File: src/rtl/q_pkg.sv
// Shared definitions for the fixed-point arithmetic blocks (q_div, q_mul).
`ifndef FIXED_WIDTH
`define FIXED_WIDTH 16
`endif
`ifndef SCALE_FACTOR
`define SCALE_FACTOR 256
`endif

package q_pkg;

  // Divider FSM state encoding.
  localparam logic [1:0] ST_IDLE = 2'd0;
  localparam logic [1:0] ST_CALC = 2'd1;
  localparam logic [1:0] ST_DONE = 2'd2;

  // Saturation limits for the default Q-format word.
  localparam int unsigned Q_WIDTH = `FIXED_WIDTH;
  localparam logic [Q_WIDTH-1:0] Q_MAX = {1'b0, {(Q_WIDTH-1){1'b1}}};
  localparam logic [Q_WIDTH-1:0] Q_MIN = {1'b1, {(Q_WIDTH-1){1'b0}}};

endpackage

File: src/rtl/q_sat.sv
// Saturates an unsigned magnitude plus sign flag into a WIDTH-bit two's complement word.
module q_sat #(
  parameter int WIDTH = 16,
  parameter int MAG_W = 24
) (
  input  logic [MAG_W-1:0] mag,
  input  logic             neg,
  output logic [WIDTH-1:0] result,
  output logic             ovf
);

  localparam logic [MAG_W-1:0] POS_LIM = MAG_W'((64'd1 << (WIDTH - 1)) - 64'd1);
  localparam logic [MAG_W-1:0] NEG_LIM = MAG_W'(64'd1 << (WIDTH - 1));
  localparam logic [WIDTH-1:0] SAT_MAX = {1'b0, {(WIDTH-1){1'b1}}};
  localparam logic [WIDTH-1:0] SAT_MIN = {1'b1, {(WIDTH-1){1'b0}}};

  // Clamp to the representable range; negatives may reach one further than positives.
  always_comb begin
    ovf    = 1'b0;
    result = mag[WIDTH-1:0];
    if (neg) begin
      if (mag > NEG_LIM) begin
        ovf    = 1'b1;
        result = SAT_MIN;
      end else begin
        result = -mag[WIDTH-1:0];
      end
    end else if (mag > POS_LIM) begin
      ovf    = 1'b1;
      result = SAT_MAX;
    end
  end

endmodule

File: src/rtl/q_div.sv
// Signed Q-format divider: restoring division, one quotient bit per cycle.
`ifndef FIXED_WIDTH
`define FIXED_WIDTH 16
`endif
`ifndef SCALE_FACTOR
`define SCALE_FACTOR 256
`endif

module q_div
  import q_pkg::*;
#(
  parameter int WIDTH     = `FIXED_WIDTH,
  parameter int FRAC_BITS = $clog2(`SCALE_FACTOR)
) (
  input  logic             clk,
  input  logic             rst,
  input  logic             start,
  input  logic [WIDTH-1:0] a,
  input  logic [WIDTH-1:0] b,
  output logic             ready,
  output logic             done,
  output logic [WIDTH-1:0] result,
  output logic             div_by_zero,
  output logic             overflow
);

  localparam int QW = WIDTH + FRAC_BITS;
  localparam int CW = $clog2(QW + 1);
  localparam logic [CW-1:0] ITERS = CW'(QW);
  localparam logic [WIDTH-1:0] SAT_MAX = {1'b0, {(WIDTH-1){1'b1}}};
  localparam logic [WIDTH-1:0] SAT_MIN = {1'b1, {(WIDTH-1){1'b0}}};

  logic [1:0]       state_q, state_d;
  logic             neg_q;      // quotient sign, or dividend sign on divide-by-zero
  logic             zero_q;     // divisor was zero
  logic [WIDTH-1:0] mag_b_q;
  logic [WIDTH-1:0] rem_q;
  logic [QW-1:0]    quo_q;      // dividend bits shift out the top, quotient bits in the bottom
  logic [CW-1:0]    cnt_q;
  logic [WIDTH-1:0] result_q;
  logic             dbz_q, ovf_q, done_q;

  logic [WIDTH-1:0] mag_a, mag_b;
  logic             b_zero;
  logic [WIDTH:0]   rem_sh;
  logic             ge;
  logic [WIDTH-1:0] rem_nx;
  logic [WIDTH-1:0] sat_result;
  logic             sat_ovf;

  // Operand magnitudes; WIDTH-bit unsigned so the most negative value is exact.
  always_comb begin
    mag_a  = a[WIDTH-1] ? -a : a;
    mag_b  = b[WIDTH-1] ? -b : b;
    b_zero = (b == '0);
  end

  // One restoring step; the difference always fits WIDTH bits when ge holds.
  always_comb begin
    rem_sh = {rem_q, quo_q[QW-1]};
    ge     = (rem_sh >= {1'b0, mag_b_q});
    rem_nx = ge ? (rem_sh[WIDTH-1:0] - mag_b_q) : rem_sh[WIDTH-1:0];
  end

  q_sat #(
    .WIDTH (WIDTH),
    .MAG_W (QW)
  ) u_sat (
    .mag    (quo_q),
    .neg    (neg_q),
    .result (sat_result),
    .ovf    (sat_ovf)
  );

  // Next-state logic.
  always_comb begin
    state_d = state_q;
    unique case (state_q)
      ST_IDLE: if (start) state_d = b_zero ? ST_DONE : ST_CALC;
      ST_CALC: if (cnt_q == CW'(1)) state_d = ST_DONE;
      ST_DONE: state_d = ST_IDLE;
      default: state_d = ST_IDLE;
    endcase
  end

  // State, datapath and output registers.
  always_ff @(posedge clk or posedge rst) begin
    if (rst) begin
      state_q  <= ST_IDLE;
      neg_q    <= 1'b0;
      zero_q   <= 1'b0;
      mag_b_q  <= '0;
      rem_q    <= '0;
      quo_q    <= '0;
      cnt_q    <= '0;
      result_q <= '0;
      dbz_q    <= 1'b0;
      ovf_q    <= 1'b0;
      done_q   <= 1'b0;
    end else begin
      state_q <= state_d;
      done_q  <= 1'b0;
      case (state_q)
        ST_IDLE: begin
          if (start) begin
            zero_q  <= b_zero;
            neg_q   <= b_zero ? a[WIDTH-1] : (a[WIDTH-1] ^ b[WIDTH-1]);
            mag_b_q <= mag_b;
            rem_q   <= '0;
            quo_q   <= {mag_a, {FRAC_BITS{1'b0}}};
            cnt_q   <= ITERS;
          end
        end
        ST_CALC: begin
          rem_q <= rem_nx;
          quo_q <= {quo_q[QW-2:0], ge};
          cnt_q <= cnt_q - CW'(1);
        end
        ST_DONE: begin
          done_q <= 1'b1;
          dbz_q  <= zero_q;
          if (zero_q) begin
            result_q <= neg_q ? SAT_MIN : SAT_MAX;
            ovf_q    <= 1'b0;
          end else begin
            result_q <= sat_result;
            ovf_q    <= sat_ovf;
          end
        end
        default: ;
      endcase
    end
  end

  assign ready       = (state_q == ST_IDLE);
  assign done        = done_q;
  assign result      = result_q;
  assign div_by_zero = dbz_q;
  assign overflow    = ovf_q;

endmodule
File: config.mk
export PLATFORM = sky130hd
export DESIGN_NAME = q_div
export DESIGN_NICKNAME = d
export VERILOG_FILES = /design/src/rtl/q_pkg.sv /design/src/rtl/q_sat.sv /design/src/rtl/q_div.sv
export SDC_FILE = /design/constraint.sdc
export NUM_CORES = 1
export LEC_CHECK = 0
export CORE_ASPECT_RATIO = 1.4
export CORE_UTILIZATION = 48
export DETAILED_ROUTE_END_ITERATION = 10
export GPL_TIMING_DRIVEN = 0
export PLACE_DENSITY = 0.69
export SETUP_SLACK_MARGIN = 0.1
export SKIP_CTS_REPAIR_TIMING = 1
export SLEW_MARGIN = 10
export SYNTH_ARGS = -nofsm -noshare
export SYNTH_HDL_FRONTEND = slang
export SYNTH_SLANG_ARGS = --single-unit
export TNS_END_PERCENT = 30
File: constraint.sdc
create_clock -name clk -period 3.8 [get_ports clk]
set_input_delay 0.95 -clock clk [delete_from_list [all_inputs] [get_ports clk]]
set_output_delay 0.95 -clock clk [all_outputs]
set_load 0.02 [all_outputs]
==> Word level (Yosys, flattened, before mapping) <==
Cells that the tools add are included.
{ "totals": {"memories": 0, "inputBits": 35, "mem_bits_ro": 0, "latch_bits": 0, "ram_bits": 0, "register_bits": 84, "wordCells": 55} }
{ "op_classes": {"eq_ne": 5, "n_mul": 0, "shifts": 0, "addsub": 5, "magnitude_cmp": 3, "reduce_logical": 6, "n_mux": 24, "div_mod_pow": 0, "n_bitwise": 1} }
{ "op_table": {"columns": ["cell", "n"], "rows": [
  ["16-bit 2-to-1 mux", 9],
  ["16-bit negation", 3],
  ["24-bit one-hot mux with 2 select lines", 1],
  ["16-bit one-hot mux with 2 select lines", 1],
  ["24-bit by 15-bit greater-than comparator with 1-bit output, second input constant", 1],
  ["24-bit by 16-bit greater-than comparator with 1-bit output, second input constant", 1],
  ["24-bit 2-to-1 mux", 1],
  ["17-bit by 16-bit greater-or-equal comparator with 1-bit output", 1],
  ["16-bit zero test", 1],
  ["16-bit subtractor", 1],
  ["5-bit one-hot mux with 2 select lines", 1],
  ["1-bit 2-to-1 mux", 6],
  ["2-bit 2-to-1 mux", 3],
  ["2-bit AND reduction", 3],
  ["5-bit by 1-bit == test with 1-bit output, second input constant", 1],
  ["5-bit 2-to-1 mux", 1],
  ["5-bit by 1-bit subtractor with 5-bit output, second input constant", 1],
  ["2-bit != test, second input constant", 2],
  ["2-bit one-hot mux with 2 select lines", 1],
  ["2-bit by 1-bit == test with 1-bit output, second input constant", 1],
  ["2-bit == test, second input constant", 1],
  ["2-bit zero test", 1],
  ["2-bit nonzero test", 1],
  ["1-bit bitwise XOR", 1]
]} }

==> Logic depth before layout (Yosys ltp) <==
Gate-level depths: netlist of the first run.
{ "logic_depth": {"depth_word": 4, "depth_mapped": 10, "ltp_nobuf": 10} }

==> Hierarchy <==
Synthesis of the first run repeated with hierarchy kept, for this count alone.
{ "hier_totals": {"cells_unflattened": 649, "area_unflattened_um2": 5640.4} }
{ "modules_own_cells": {"columns": ["module", "seq_area_each_um2", "n_inst", "area_each_um2", "cells_each"], "rows": [
  ["q_div", 2102.0, 1, 4941.0, 547],
  ["q_sat", 0.0, 1, 699.4, 102]
]} }

==> Least setup slack after synthesis of the first run <==
Ideal clock, no wire load.
{ "synth_path": {"path_type": "input to register", "start": "input port b[8]", "end": "register state_q[0]", "path_buffers": 0, "setup_time_ns": 0.124, "setup_slack_ns": 1.249, "required_ns": 3.676, "stages": 6, "arrival_ns": 2.427, "path_cell_list": "or4_4 > or3_4 > nor3_2 > nor3b_2 > nor4b_1 > or2_1"} }
{ "synth_between": {"elab_chain_cells": 4} }
{ "synth_rtl": {"columns": ["item", "line_no", "text"], "rows": [
  ["start: declaration", "q_div.sv:19", "input logic [WIDTH-1:0] b,"],
  ["16-bit zero test", "q_div.sv:55", "b_zero = (b == '0);"],
  ["2-bit 2-to-1 mux (2 in series)", "q_div.sv:79", "ST_IDLE: if (start) state_d = b_zero ? ST_DONE : ST_CALC;"],
  ["2-bit one-hot mux with 2 select lines", "q_div.sv:78", "unique case (state_q)"],
  ["end signal: assignment", "q_div.sv:101", "state_q <= state_d;"],
  ["end: declaration", "q_div.sv:33", "logic [1:0] state_q, state_d;"]
]} }
No other way between the ends. The select of a mux whose other input is x is not followed.
A chain may end at the register's enable or synchronous reset.

==> Worst setup path after layout of the first run <==
{ "layout_path": {"start": "register state_q[0]", "end": "output port ready"} }
{ "layout_between": {"elab_chain_cells": 1} }
{ "layout_rtl": {"columns": ["item", "line_no", "text"], "rows": [
  ["2-bit zero test", "q_div.sv:135", "assign ready = (state_q == ST_IDLE);"],
  ["end: declaration", "q_div.sv:20", "output logic ready,"]
]} }
No other way between the ends.

==> implementation parameters, run 1 <==
Parameter                              Value

Run status
  Outcome ... completed

Detailed routing
  Detailed-route vias per instance ... 5.73
  Remaining DRCs ... 0
  Via Count ... 4798
  Initial DRT Pass Iterations ... 5
  Remaining antenna violation count ... 0
  Post-DR wirelength/cell ... 15.7 µm
  Initial drt markers ... 240
  Aggregate routed wire length ... 13100 µm

Timing
  Final worst path period share ... 80.3%
  Max Freq ... 0.328 GHz
  Final worst path period need ... 3.05 ns
  Unrepaired setup endpoints after global routing ... no
  Worst relative slew slack ... 20.7%
  Max-slew violations ... 0
  Final Hold Vio Count ... 0
  Total Negative Setup Slacks ... 0 ns
  Actual slew at the worst max-slew pin ... 1.19 ns
  Post-route clock skew ... 0.00649 ns
  Final Setup Violations ... 0

Floorplan
  DIE AREA ... 11500 µm²
  Die H ... 127 µm
  Number of core rows ... 45
  I/O pins ... 55
  Starting Density ... 49.3%
  Floorplan die width ... 91.1 µm
  Core area ... 10800 µm²

Critical path
  Largest fanout on the critical path ... 10
  Data required time of the worst path ... 2.85 ns
  Worst r2r path cells ... 10
  CP Cell Sequence ... clkbuf_1 > clkbuf_1 > nor2_1 > clkdlybuf4s50_1
  Cell at the slowest stage of the critical path ... sky130_fd_sc_hd__clkdlybuf4s50_1
  Longest individual stage delay on the worst path ... 0.66 ns
  Crit end category ... primary output
  Cell type with the highest occurrence count on the critical path ... sky130_fd_sc_hd__clkbuf_1
  Critical path type ... flip-flop to primary output
  Arrival time at the worst endpoint ... 2.10 ns
  Critical path launch point type ... flip-flop

Power
  P per Cell Area ... 973 nW/µm²
  Share of power burned in the clock network ... 17.3%
  Power consumption ... 0.00624 W
  Switching Share ... 44.2%
  Sequential share of power ... 25.9%
  Peak supply drop ... 0.455 mV
  Leakage ... 2.74 nW
  Switching power of the nets ... 0.00276 W
  Internal cell power ... 0.00348 W
  Combinational fraction of design power ... 56.9%

Logic synthesis
  Post-synthesis sequential area ratio ... 39.4%
  Commonest register cell after synthesis ... sky130_fd_sc_hd__dfrtp_1
  FFs w/ async S/R, synth ... 100%
  Number of nets in the synthesized netlist ... 685
  Cell count after synthesis ... 628
  Post-synthesis sequential element count ... 84
  Number of enable-type register cells in the synthesized netlist ... 0
  Post-synth design cell area ... 5330 µm²
  Synth warn ... 0
  Number of different library cells in the post-synthesis netlist ... 61
  Mean cell area of the mapped netlist ... 8.49 µm²

Clock tree
  Max Buffers Root-to-Sink ... 2
  Clock root buffer master ... sky130_fd_sc_hd__clkbuf_16
  Clock insertion delay at the later pin of the skew report ... 0.34 ns
  Clk sinks ... 84
  Number of clock buffers inserted by TritonCTS ... 9
  Clock transition at the register clock pins on the worst setup and hold paths after CTS ... 0.06 ns
  TritonCTS clock tree ... built
  Total number of H-tree levels ... 3

Global routing
  Number of global-route vias before repair ... 4847
  Met3 GRT Util ... 3.24%
  Global-route wire length before repair ... 22200 µm
  Most congested layer reported by global routing ... met2
  Met1 Track Usage GR ... 25.3%
  Largest net degree at the start of global routing ... 62
  Global-route track usage on met2 ... 46.6%
  Initial antenna violation count ... 0
  GR Util All Layers ... 24.3%
  Overflow left after global routing ... 0

Final layout
  Number of nets in the finished design ... 748
  Area overhead of the layout relative to synthesis ... 20.3%
  Antenna diode instance count ... 0
  Proportion of layout cells with a drive suffix above 1 ... 5.75%
  Final core area utilization ... 59.3%
  Layout Cells excl Fill ... 837

Placement
  RD Place Congestion ... 0.878
  Post-DP HPWL ... 10100 µm
  Number of buffers added on ports ... 51
  Instance count after placement with tap cells included ... 821

Hold path
  Path category of the worst min-delay check ... flip-flop to flip-flop
  Worst Hold Depth ... 2

Run
  Maximum Capacitance Violations ... 0
-- placed cells by master, fill, tap and decap left out, drive strengths merged, types with 6 or more instances in the layout --
master          n
a21o            6
a21oi          34
a221o           6
a22oi           7
buf             8
clkbuf         36
clkdlybuf4s50  51
dfrtp          84
ha             21
inv            36
mux2i          11
nand2          95
nand3          12
nor2           48
nor3           17
nor4            9
o21ai          70
o22ai           7
o31ai          12
or3            10
xnor2          25
xor2           25
-- kinds of logic (layout without fill, tap and decap cells) --
family / after synthesis / count (layout) / share of synthesized area, %
simple gates: 222 / 222 / 20.0
compound gates: 169 / 169 / 19.7
flops: 84 / 84 / 39.4
buf+inv: 69 / 137 / 5.05
xor+xnor: 50 / 50 / 8.21
fa+ha+maj: 22 / 22 / 5.30
mux: 12 / 12 / 2.28
-- Yosys cell counts (3+ instances only) --
cell type / n / area, µm²
sky130_fd_sc_hd__or3_1: 8 / 50.1
sky130_fd_sc_hd__a22oi_1: 7 / 52.6
sky130_fd_sc_hd__mux2i_1: 11 / 110
sky130_fd_sc_hd__o41ai_1: 4 / 35.0
sky130_fd_sc_hd__ha_1: 21 / 263
sky130_fd_sc_hd__xnor2_1: 25 / 219
sky130_fd_sc_hd__inv_1: 35 / 131
sky130_fd_sc_hd__nor4_1: 7 / 43.8
sky130_fd_sc_hd__o22ai_1: 7 / 43.8
sky130_fd_sc_hd__xor2_1: 25 / 219
sky130_fd_sc_hd__nor3b_1: 3 / 22.5
sky130_fd_sc_hd__a211oi_1: 3 / 22.5
sky130_fd_sc_hd__o31ai_1: 12 / 90.1
sky130_fd_sc_hd__a221o_1: 6 / 60.1
sky130_fd_sc_hd__o21ai_0: 44 / 220
sky130_fd_sc_hd__clkbuf_1: 26 / 97.6
sky130_fd_sc_hd__or2_1: 4 / 25.0
sky130_fd_sc_hd__a22o_1: 4 / 35.0
sky130_fd_sc_hd__a21o_1: 6 / 45.0
sky130_fd_sc_hd__buf_2: 5 / 25.0
sky130_fd_sc_hd__nor2b_1: 4 / 25.0
sky130_fd_sc_hd__dfrtp_1: 84 / 2100
sky130_fd_sc_hd__a31oi_1: 4 / 25.0
sky130_fd_sc_hd__nand3b_1: 3 / 22.5
sky130_fd_sc_hd__nor2_1: 48 / 180
sky130_fd_sc_hd__nand4_1: 3 / 18.8
sky130_fd_sc_hd__o21ai_1: 25 / 125
sky130_fd_sc_hd__nand2_1: 94 / 353
sky130_fd_sc_hd__nor3_1: 16 / 80.1
sky130_fd_sc_hd__nand3_1: 11 / 55.1
sky130_fd_sc_hd__a21oi_1: 32 / 160
sky130_fd_sc_hd__nand2b_1: 4 / 25.0
-- metal layers --
metal	up-vias	wire (µm)
met1	2286	4940
met4	0	559
met2	138	7160
li1	2333	-
met3	41	480
met5	-	0
-- sequential cells by signal, indices dropped and copies added (netlist names) --
| name | cells |
|---|---|
| rem_q | 16 |
| cnt_q | 5 |
| neg_q | 1 |
| done | 1 |
| result | 16 |
| quo_q | 24 |
| zero_q | 1 |
| overflow | 1 |
| state_q | 2 |
| div_by_zero | 1 |
| mag_b_q | 16 |
-- critical path: cells and delay by family, from the launching register on --
kind | cells | cell delay, ns
buffers and inverters | 3 | 1.11
flip-flops | 1 | 0.36
AND/OR/NAND/NOR | 1 | 0.29
-- worst paths after layout --
| kind | from | to | slack, ns |
|---|---|---|---|
| setup / recovery | state_q[0] | ready | 0.75 |
| hold reg to reg | div_by_zero | div_by_zero | 0.47 |
| setup reg to reg | quo_q[23] | rem_q[14] | 1.21 |
| max in group asynchronous | rst | quo_q[11] | 2.27 |
| hold / removal | div_by_zero | div_by_zero | 0.47 |
| min in group asynchronous | rst | rem_q[12] | 0.93 |
-- stage by stage --
step	hold WS [ns]	cell area, µm²	setup slack (ns)
after floorplan	0.450	5330	0.685
after global placement	0.459	6020	-0.637
after detailed placement	0.462	6050	0.521
after CTS	0.478	6410	0.740
after global routing	0.497	6410	0.643
final	0.469	6410	0.749
-- power by group through the flow --
stage	combinational, W	sequential (W)	clock, W
final	0.00355	0.00161	0.00108
after floorplan	0.00250	0.00166	0
after CTS	0.00354	0.00161	0.00109
after global placement	0.00341	0.00161	0
after detailed placement	0.00350	0.00163	0
after global routing	0.00394	0.00168	0.00112
-- final cells by class --
| class | instances | area, µm² |
|---|---|---|
| repair buffers | 52 | 538 |
| inverters | 36 | 138 |
| flip-flops and latches | 84 | 2100 |
| plain buffers | 33 | 134 |
| multi-input cells | 475 | 2960 |
| well taps | 141 | 176 |
| clock buffers | 10 | 229 |
| clock inverters | 6 | 136 |
| fillers | 971 | 4400 |
(Power assumes the default switching activity.)
==> inputs of run 2 (changes only) <==
==> constraint.sdc (replaced) <==
create_clock -name clk -period 3.13 [get_ports clk]
set_input_delay 0.7825 -clock clk [delete_from_list [all_inputs] [get_ports clk]]
set_output_delay 0.7825 -clock clk [all_outputs]
set_load 0.02 [all_outputs]
==> results of run 2 <==
Same layout as run 1 (identical final DEF). Status: completed.
Among the figures that moved: setup slack after placement 0.521 ns -> 0.0183 ns; setup slack after layout 0.749 ns -> 0.247 ns; register-to-register setup slack 1.21 ns -> 0.54 ns; total power 0.00624 W -> 0.00757 W; worst IR drop on VDD 0.455 mV -> 0.553 mV
